**src/rtl/stage_sequencer_if.sv**
```systemverilog
// rtl/stage_sequencer_if.sv - control/status bundle between top-level control and the stage sequencer
interface stage_sequencer_if #(
  parameter int NUM_STAGES = 5,
  parameter int CNT_W      = 32
) ();
  logic                  run;
  logic                  stall;
  logic                  flush;
  logic [NUM_STAGES-1:0] skip_mask;
  logic [NUM_STAGES-1:0] stage_en;
  logic                  retire;
  logic                  busy;
  logic [CNT_W-1:0]      instr_count;

  modport master (
    output run, stall, flush, skip_mask,
    input  stage_en, retire, busy, instr_count
  );

  modport slave (
    input  run, stall, flush, skip_mask,
    output stage_en, retire, busy, instr_count
  );
endinterface

```
**src/rtl/stage_sequencer.sv**
```systemverilog
// rtl/stage_sequencer.sv - per-stage enable generator for the netpath datapath
// MODE 0 walks a one-hot token through the stages; MODE 1 shifts valid bits like a pipeline.
module stage_sequencer #(
  parameter int NUM_STAGES = 5,
  parameter int MODE       = 0,
  parameter int CNT_W      = 32
) (
  input logic              clk,
  input logic              rst,
  stage_sequencer_if.slave bus
);
  localparam int LAST = NUM_STAGES - 1;
  localparam logic [NUM_STAGES-1:0] FETCH = NUM_STAGES'(1);

  typedef enum logic {IDLE, RUN} state_e;

  state_e                state_q;
  logic [NUM_STAGES-1:0] stage_en_q;
  logic [NUM_STAGES-1:0] token_adv_d;
  logic [CNT_W-1:0]      instr_count_q;
  logic                  retire;

  // Next token: first stage above the current one that is not skipped; the last stage is never skipped.
  always_comb begin
    logic seen;
    logic found;
    token_adv_d = '0;
    seen        = 1'b0;
    found       = 1'b0;
    for (int k = 0; k < NUM_STAGES; k++) begin
      if (seen && !found && (k == LAST || !bus.skip_mask[k])) begin
        token_adv_d[k] = 1'b1;
        found          = 1'b1;
      end
      if (stage_en_q[k]) begin
        seen = 1'b1;
      end
    end
  end

  assign retire = stage_en_q[LAST] & ~bus.stall & ~bus.flush & ~rst;

  always_ff @(posedge clk) begin
    if (rst) begin
      state_q       <= IDLE;
      stage_en_q    <= '0;
      instr_count_q <= '0;
    end else begin
      if (retire) begin
        instr_count_q <= instr_count_q + CNT_W'(1);
      end
      if (MODE == 0) begin
        case (state_q)
          IDLE: begin
            if (bus.run) begin
              state_q    <= RUN;
              stage_en_q <= FETCH;
            end
          end
          RUN: begin
            // Flush and completion both restart at fetch, or park in IDLE when run is low.
            if (bus.flush || (!bus.stall && stage_en_q[LAST])) begin
              if (bus.run) begin
                stage_en_q <= FETCH;
              end else begin
                state_q    <= IDLE;
                stage_en_q <= '0;
              end
            end else if (!bus.stall) begin
              stage_en_q <= token_adv_d;
            end
          end
        endcase
      end else begin
        if (bus.flush) begin
          stage_en_q <= '0;
        end else if (!bus.stall) begin
          stage_en_q <= {stage_en_q[LAST-1:0], bus.run};
        end
      end
    end
  end

  assign bus.stage_en    = stage_en_q;
  assign bus.retire      = retire;
  assign bus.busy        = |stage_en_q;
  assign bus.instr_count = instr_count_q;
endmodule

```
**src/flat_wrapper.sv**
```systemverilog
// flat-port wrapper written by rule: the top's interface ports become plain ports
module stage_sequencer_flat 
#(
  parameter int NUM_STAGES = 5,
  parameter int MODE       = 0,
  parameter int CNT_W      = 32
)
  (clk, rst, bus_run, bus_stall, bus_flush, bus_skip_mask, bus_stage_en, bus_retire, bus_busy, bus_instr_count);
  stage_sequencer_if #(.NUM_STAGES(NUM_STAGES), .CNT_W(CNT_W)) bus_i ();
  input logic clk;
  input logic rst;
  input wire logic [$bits(bus_i.run)-1:0] bus_run;
  input wire logic [$bits(bus_i.stall)-1:0] bus_stall;
  input wire logic [$bits(bus_i.flush)-1:0] bus_flush;
  input wire logic [$bits(bus_i.skip_mask)-1:0] bus_skip_mask;
  output wire logic [$bits(bus_i.stage_en)-1:0] bus_stage_en;
  output wire logic [$bits(bus_i.retire)-1:0] bus_retire;
  output wire logic [$bits(bus_i.busy)-1:0] bus_busy;
  output wire logic [$bits(bus_i.instr_count)-1:0] bus_instr_count;
  assign bus_i.run = bus_run;
  assign bus_i.stall = bus_stall;
  assign bus_i.flush = bus_flush;
  assign bus_i.skip_mask = bus_skip_mask;
  assign bus_stage_en = bus_i.stage_en;
  assign bus_retire = bus_i.retire;
  assign bus_busy = bus_i.busy;
  assign bus_instr_count = bus_i.instr_count;
  stage_sequencer #(.NUM_STAGES(NUM_STAGES), .MODE(MODE), .CNT_W(CNT_W)) u_core (.clk(clk), .rst(rst), .bus(bus_i));
endmodule
```
**config.mk**
```make
export PLATFORM = sky130hd
export DESIGN_NAME = stage_sequencer_flat
export DESIGN_NICKNAME = d
export VERILOG_FILES = /design/src/rtl/stage_sequencer_if.sv /design/src/rtl/stage_sequencer.sv /design/src/flat_wrapper.sv
export SDC_FILE = /design/constraint.sdc
export NUM_CORES = 1
export LEC_CHECK = 0
export CAP_MARGIN = 20
export CORE_MARGIN = 2
export CORE_UTILIZATION = 52
export CTS_CLUSTER_DIAMETER = 100
export DETAILED_ROUTE_END_ITERATION = 8
export MAX_ROUTING_LAYER = met4
export PLACE_DENSITY = 0.84
export SYNTH_ARGS = -nofsm -noshare
export SYNTH_HDL_FRONTEND = slang
export SYNTH_SLANG_ARGS = --single-unit
```
**constraint.sdc**
```tcl
create_clock -name clk -period 5.7 [get_ports clk]
set_input_delay 1.14 -clock clk [delete_from_list [all_inputs] [get_ports clk]]
set_output_delay 1.14 -clock clk [all_outputs]
set_load 0.05 [all_outputs]
```
* Word-level counts from Yosys, hierarchy flattened
Cells that the tools add are included.
** Cells by class
- Eq/ne operators :: 2
- Reductions and logical operators :: 17
- Bitwise operators :: 7
- Muxes and demuxes :: 18
- Add/sub/neg operators :: 1
** Operator list (count)
- 32-bit by 1-bit adder with 32-bit output (second input constant) :: 1
- 5-bit 2-to-1 mux :: 3
- 1-bit 2-to-1 mux :: 13
- 5-bit case mux with 2 select lines :: 1
- 1-bit logical AND :: 7
- 1-bit zero test :: 7
- 5-bit OR reduction :: 1
- 1-bit NOT :: 4
- 1-bit AND :: 3
- 3-bit != test (second input constant) :: 1
- 2-bit != test (second input constant) :: 1
- 1-bit case mux with 2 select lines :: 1
- 2-bit AND reduction :: 1
- 1-bit logical OR :: 1
** Storage, ports and cells
- Logic and storage cells :: 48
- Output and inout port bits :: 39
- Bits in registers :: 38

* Longest topological paths before layout
- Word-level depth :: 17
- Mapped depth :: 6

* Worst setup path after synthesis
OpenSTA, ideal clock, no wires.
- Path type :: input -> output
- Start point :: in bus_stall
- End point :: out bus_retire
- Buffers on the path :: 1
- Stages :: 3
- Arrival time :: 2.407 ns
- Required time :: 4.560 ns
- Path slack :: 2.153 ns
- Cells stage by stage :: or4b_4 > inv_1 > clkbuf_1
** Between the ends
- Word-level cells in the longest chain between the ends :: 4
** RTL lines
- start, declared :: RTL line flat_wrapper.sv:13 : input wire logic [$bits(bus_i.stall)-1:0] bus_stall;
- 1-bit NOT :: RTL line stage_sequencer.sv:41 : assign retire = stage_en_q[LAST] & ~bus.stall & ~bus.flush & ~rst;
- 1-bit AND (3 in a row) :: RTL line stage_sequencer.sv:41
- end, declared :: RTL line flat_wrapper.sv:17 : output wire logic [$bits(bus_i.retire)-1:0] bus_retire;
Every way passes these cells.

* Worst setup path after layout
- Start point :: in bus_flush
- End point :: out bus_retire
** Between the ends
- Word-level cells in the longest chain between the ends :: 3
** RTL lines
- start, declared :: RTL line flat_wrapper.sv:14 : input wire logic [$bits(bus_i.flush)-1:0] bus_flush;
- 1-bit NOT :: RTL line stage_sequencer.sv:41
- 1-bit AND (2 in a row) :: RTL line stage_sequencer.sv:41
Every way passes these cells.

==> key figures <==
Logic synthesis
  – Simple-Gate Fraction of Synth Area: 30.5%
  – Yosys cell types: 37
  – Net Count, Synth: about 230
  – Cells after Synth: around 220
  – Compound-Gate Fraction of Synth Area: 12.9%
  – Synth warnings: 0
  – Post-synthesis mux area share: about 4.6%
  – Seq cells post-synth: 38
  – Synth Area in Adders: 0.657%
  – Syn Area/Cell: about 8.7 sq um
  – Largest family of logic cells by synthesized area: simple AND/OR/NAND/NOR gates
  – Post-synthesis xor/xnor area fraction: roughly 4.6%
  – Register area share after synthesis: 40.0%
  – Syn Std Cell Area: 1900 sq um

Floorplan
  – Die ar.: 4160 sq um
  – Die W: between 60 and 70 microns
  – Site Rows: 21
  – Core area: 3420 sq um
  – Die Ht: 64.5 microns
  – I/O pin count: 49
  – Initial Utilization: 55.7%

Timing
  – Setup violators final: 0
  – Setup TNS: 0 ns
  – Fin. max-slew vios: 0
  – Hold Fails Final Rpt: 0
  – Final Skew: 0.00541 ns
  – Max_slew headroom: about 55%
  – RSZ-0062 raised after global routing: false
  – Hold Slack: 0.499 ns
  – F_max: between 200 and 250 MHz
  – Final Cycle Share: 79.0%
  – Fin crit period: 4.50 ns
  – Worst Tran Pin Value: 0.668 ns

Route
  – Detailed-route vias per instance: 5.77
  – Via count: 1770
  – DRC violations left: 0
  – First-pass DRT Iterations: 4
  – Final wirelength: 4180 microns
  – First-iteration detailed-routing DRC count: 100
  – Wire per inst: roughly 14 microns
  – Post-route ant nets: 0

Finish
  – Commonest non-fill, non-tap cell in the layout: clkdlybuf4s50_1
  – Multi-input gate area: 1010 sq um
  – Most frequent cells in the layout: 46 x clkdlybuf4s50_1, 38 x dfxtp_1, 23 x nor2_1
  – Layout Nets: ~270
  – Area growth from synthesis to layout: 26.6%
  – Ant. Diodes: 0
  – Layout cells sized above 1: 7.28%
  – Storage cell area: 761 sq um
  – Non-filler cells, final: 307
  – Fin util: a little over two thirds
  – Filler cells: 292

Placement
  – Number of port buffers: 46
  – GPL Wtd Cong: 0.754
  – Post-DP HPWL: 2790 microns
  – Cells after DPL: 299

Power
  – Switching share of power: approximately 22%
  – Clk pwr share: roughly 37%
  – Combinational Power Share: 5.7%
  – Power Dens Cells: ~190 nW/um^2
  – Maximum VDD drop: 162 uV
  – Cell-internal power: 362 uW
  – Flop pwr share: between 50% and 60%
  – P_sw: 104 uW
  – Total power: roughly 470 uW
  – Leakage: 0.816 nW

CTS
  – Bufs on Longest Clock Path: 2
  – Resized Gates After CTS: 0
  – Hold Buf Count CTS: 0
  – Htree depth: 2
  – TritonCTS Buffers: 5
  – Post-CTS setup buffers: 0
  – Reg clk slew, reported paths: roughly 0.11 ns
  – CTS tree: yes
  – Clock latency on the worst-skew pair: 0.35 ns
  – CTS Sinks: 38
  – Clk root buf: clkbuf_4

Min path
  – Min-Delay Path Class: flip-flop to flip-flop
  – Hold Crit Depth: 2

Worst setup path
  – Reg2reg start: u_core.bus.stage_en[4]
  – CP arrival: approximately 3.4 ns
  – Critical Path Sink: bus_retire
  – Endpoint type of the worst setup path: output pin
  – CP bufs+invs: 3
  – Startpoint types: input port
  – WS Path Type: input port to output pin
  – Worst reg2reg setup slack: 2.97 ns
  – R2r worst-path depth: 5
  – Critical-path cell list: clkdlybuf4s50_1 > or4b_4 > inv_1 > clkdlybuf4s50_1
  – Worst path top cell family by delay: buffers and inverters
  – CP required: around 4.6 ns
  – WP depth: 4
  – Critical Path Slowest Stage Cell: clkdlybuf4s50_1
  – CP Max Fanout: 12
  – Most used cell, CP: clkdlybuf4s50_1
  – Critical register-to-register path endpoint: u_core.bus.instr_count[28]
  – Crit path from: bus_flush
  – Delay of the slowest cell on the worst path: roughly 0.87 ns

Global routing
  – Initial antenna violation count: 0
  – Number of global-route vias before repair: 1588
  – Largest net degree at the start of global routing: 44
  – Tot GR Track Use: 22.2%
  – First-pass GRT wire length: 7070 microns
  – GRT Residual Overflow: 0

Job
  – Max Cap Viol: 0

Outcome
  – Run status: complete, no violations
## synth_stat cells (all sizes together)
master / n / area, sq um
or3: 7 / 43.8
inv: 8 / 30.0
o31ai: 8 / 60.1
nand3: 10 / 50.1
or4: 9 / 67.6
nor4b: 1 / 8.76
and4: 7 / 63.8
nor4: 7 / 58.8
clkbuf: 8 / 60.1
nand4: 8 / 50.1
and2b: 3 / 22.5
nand3b: 1 / 7.51
or4b: 1 / 13.8
nor3: 2 / 10.0
nand2b: 2 / 12.5
nor2: 23 / 86.3
nand2: 14 / 52.6
dfxtp: 38 / 761
and3: 2 / 13.8
a211o: 1 / 8.76
nor2b: 3 / 18.8
buf: 4 / 38.8
a21oi: 16 / 80.1
mux2: 6 / 67.6
a32oi: 3 / 26.3
o21ai: 11 / 55.1
a22oi: 2 / 15.0
xnor2: 3 / 26.3
xor2: 7 / 61.3
ha: 1 / 12.5
mux2i: 2 / 20.0
## routing by layer
layer / vias to the layer above / GRT usage [%] / share of wire, %
met4: 0 / 7.71 / 1.1
met3: 6 / 5.73 / 5.0
li1: 878 / - / -
met1: 840 / 25.4 / 46
met5: - / - / 0
met2: 46 / 38.0 / 48
## state kept, by name, indices dropped and copies added, names as in the netlist
name,count
u_core.bus.stage_en,5
u_core.bus.instr_count,32
u_core.state_q,1
## layout make-up
cell class | count | share of cell area (%)
multi-input cells | 160 | 42.1
flip-flops and latches | 38 | 31.6
repair buffers | 47 | 19.4
clock buffers | 8 | 3.27
well taps | 46 | 2.39
inverters | 8 | 1.25
## power groups by stage
stage | Sequential [mW] | Combinational (mW) | Clock, mW
after global placement | 0.274 | 0.0263 | 0
after global routing | 0.268 | 0.0290 | 0.185
after CTS | 0.268 | 0.0266 | 0.176
after detailed placement | 0.274 | 0.0265 | 0
after floorplan | 0.276 | 0.0141 | 0
final | 0.268 | 0.0266 | 0.171
## tightest hold or removal path: cells and delay by family (launching register included)
family,cells,cell delay (ns)
flops,1,0.35
compound gates,2,0.11
## per-stage QoR
| stage | instance area (sq um) | setup WS, ns |
|---|---|---|
| after CTS | 2410 | 1.22 |
| final | 2410 | 1.20 |
| after detailed placement | 2330 | 1.22 |
| after global routing | 2410 | 1.15 |
| after floorplan | 1900 | 2.15 |
| after global placement | 2330 | 1.22 |
## logic make-up (layout without fill, tap and decap cells)
group,after synthesis,after routing
flip-flops,38,38
adder cells (fa/ha/maj),1,1
buffers and inverters,20,63
multiplexers,8,8
XOR/XNOR,10,10
AND/OR/NAND/NOR,100,100
AO/OA/AOI/OAI,41,41
## how the worst min path moves through the flow
stage / start / endpoint / slack, ns
5_1_grt: u_core.bus.instr_count[30] / u_core.bus.instr_count[30] / 0.54
6_report: u_core.bus.instr_count[24] / u_core.bus.instr_count[24] / 0.50
2_1_floorplan: u_core.state_q / u_core.bus.stage_en[0] / 0.55
3_3_place_gp: u_core.bus.instr_count[24] / u_core.bus.instr_count[24] / 0.48
4_1_cts: u_core.bus.instr_count[24] / u_core.bus.instr_count[24] / 0.51
3_5_place_dp: u_core.bus.instr_count[24] / u_core.bus.instr_count[24] / 0.49
No activity file was read; power rests on OpenSTA's default activity.
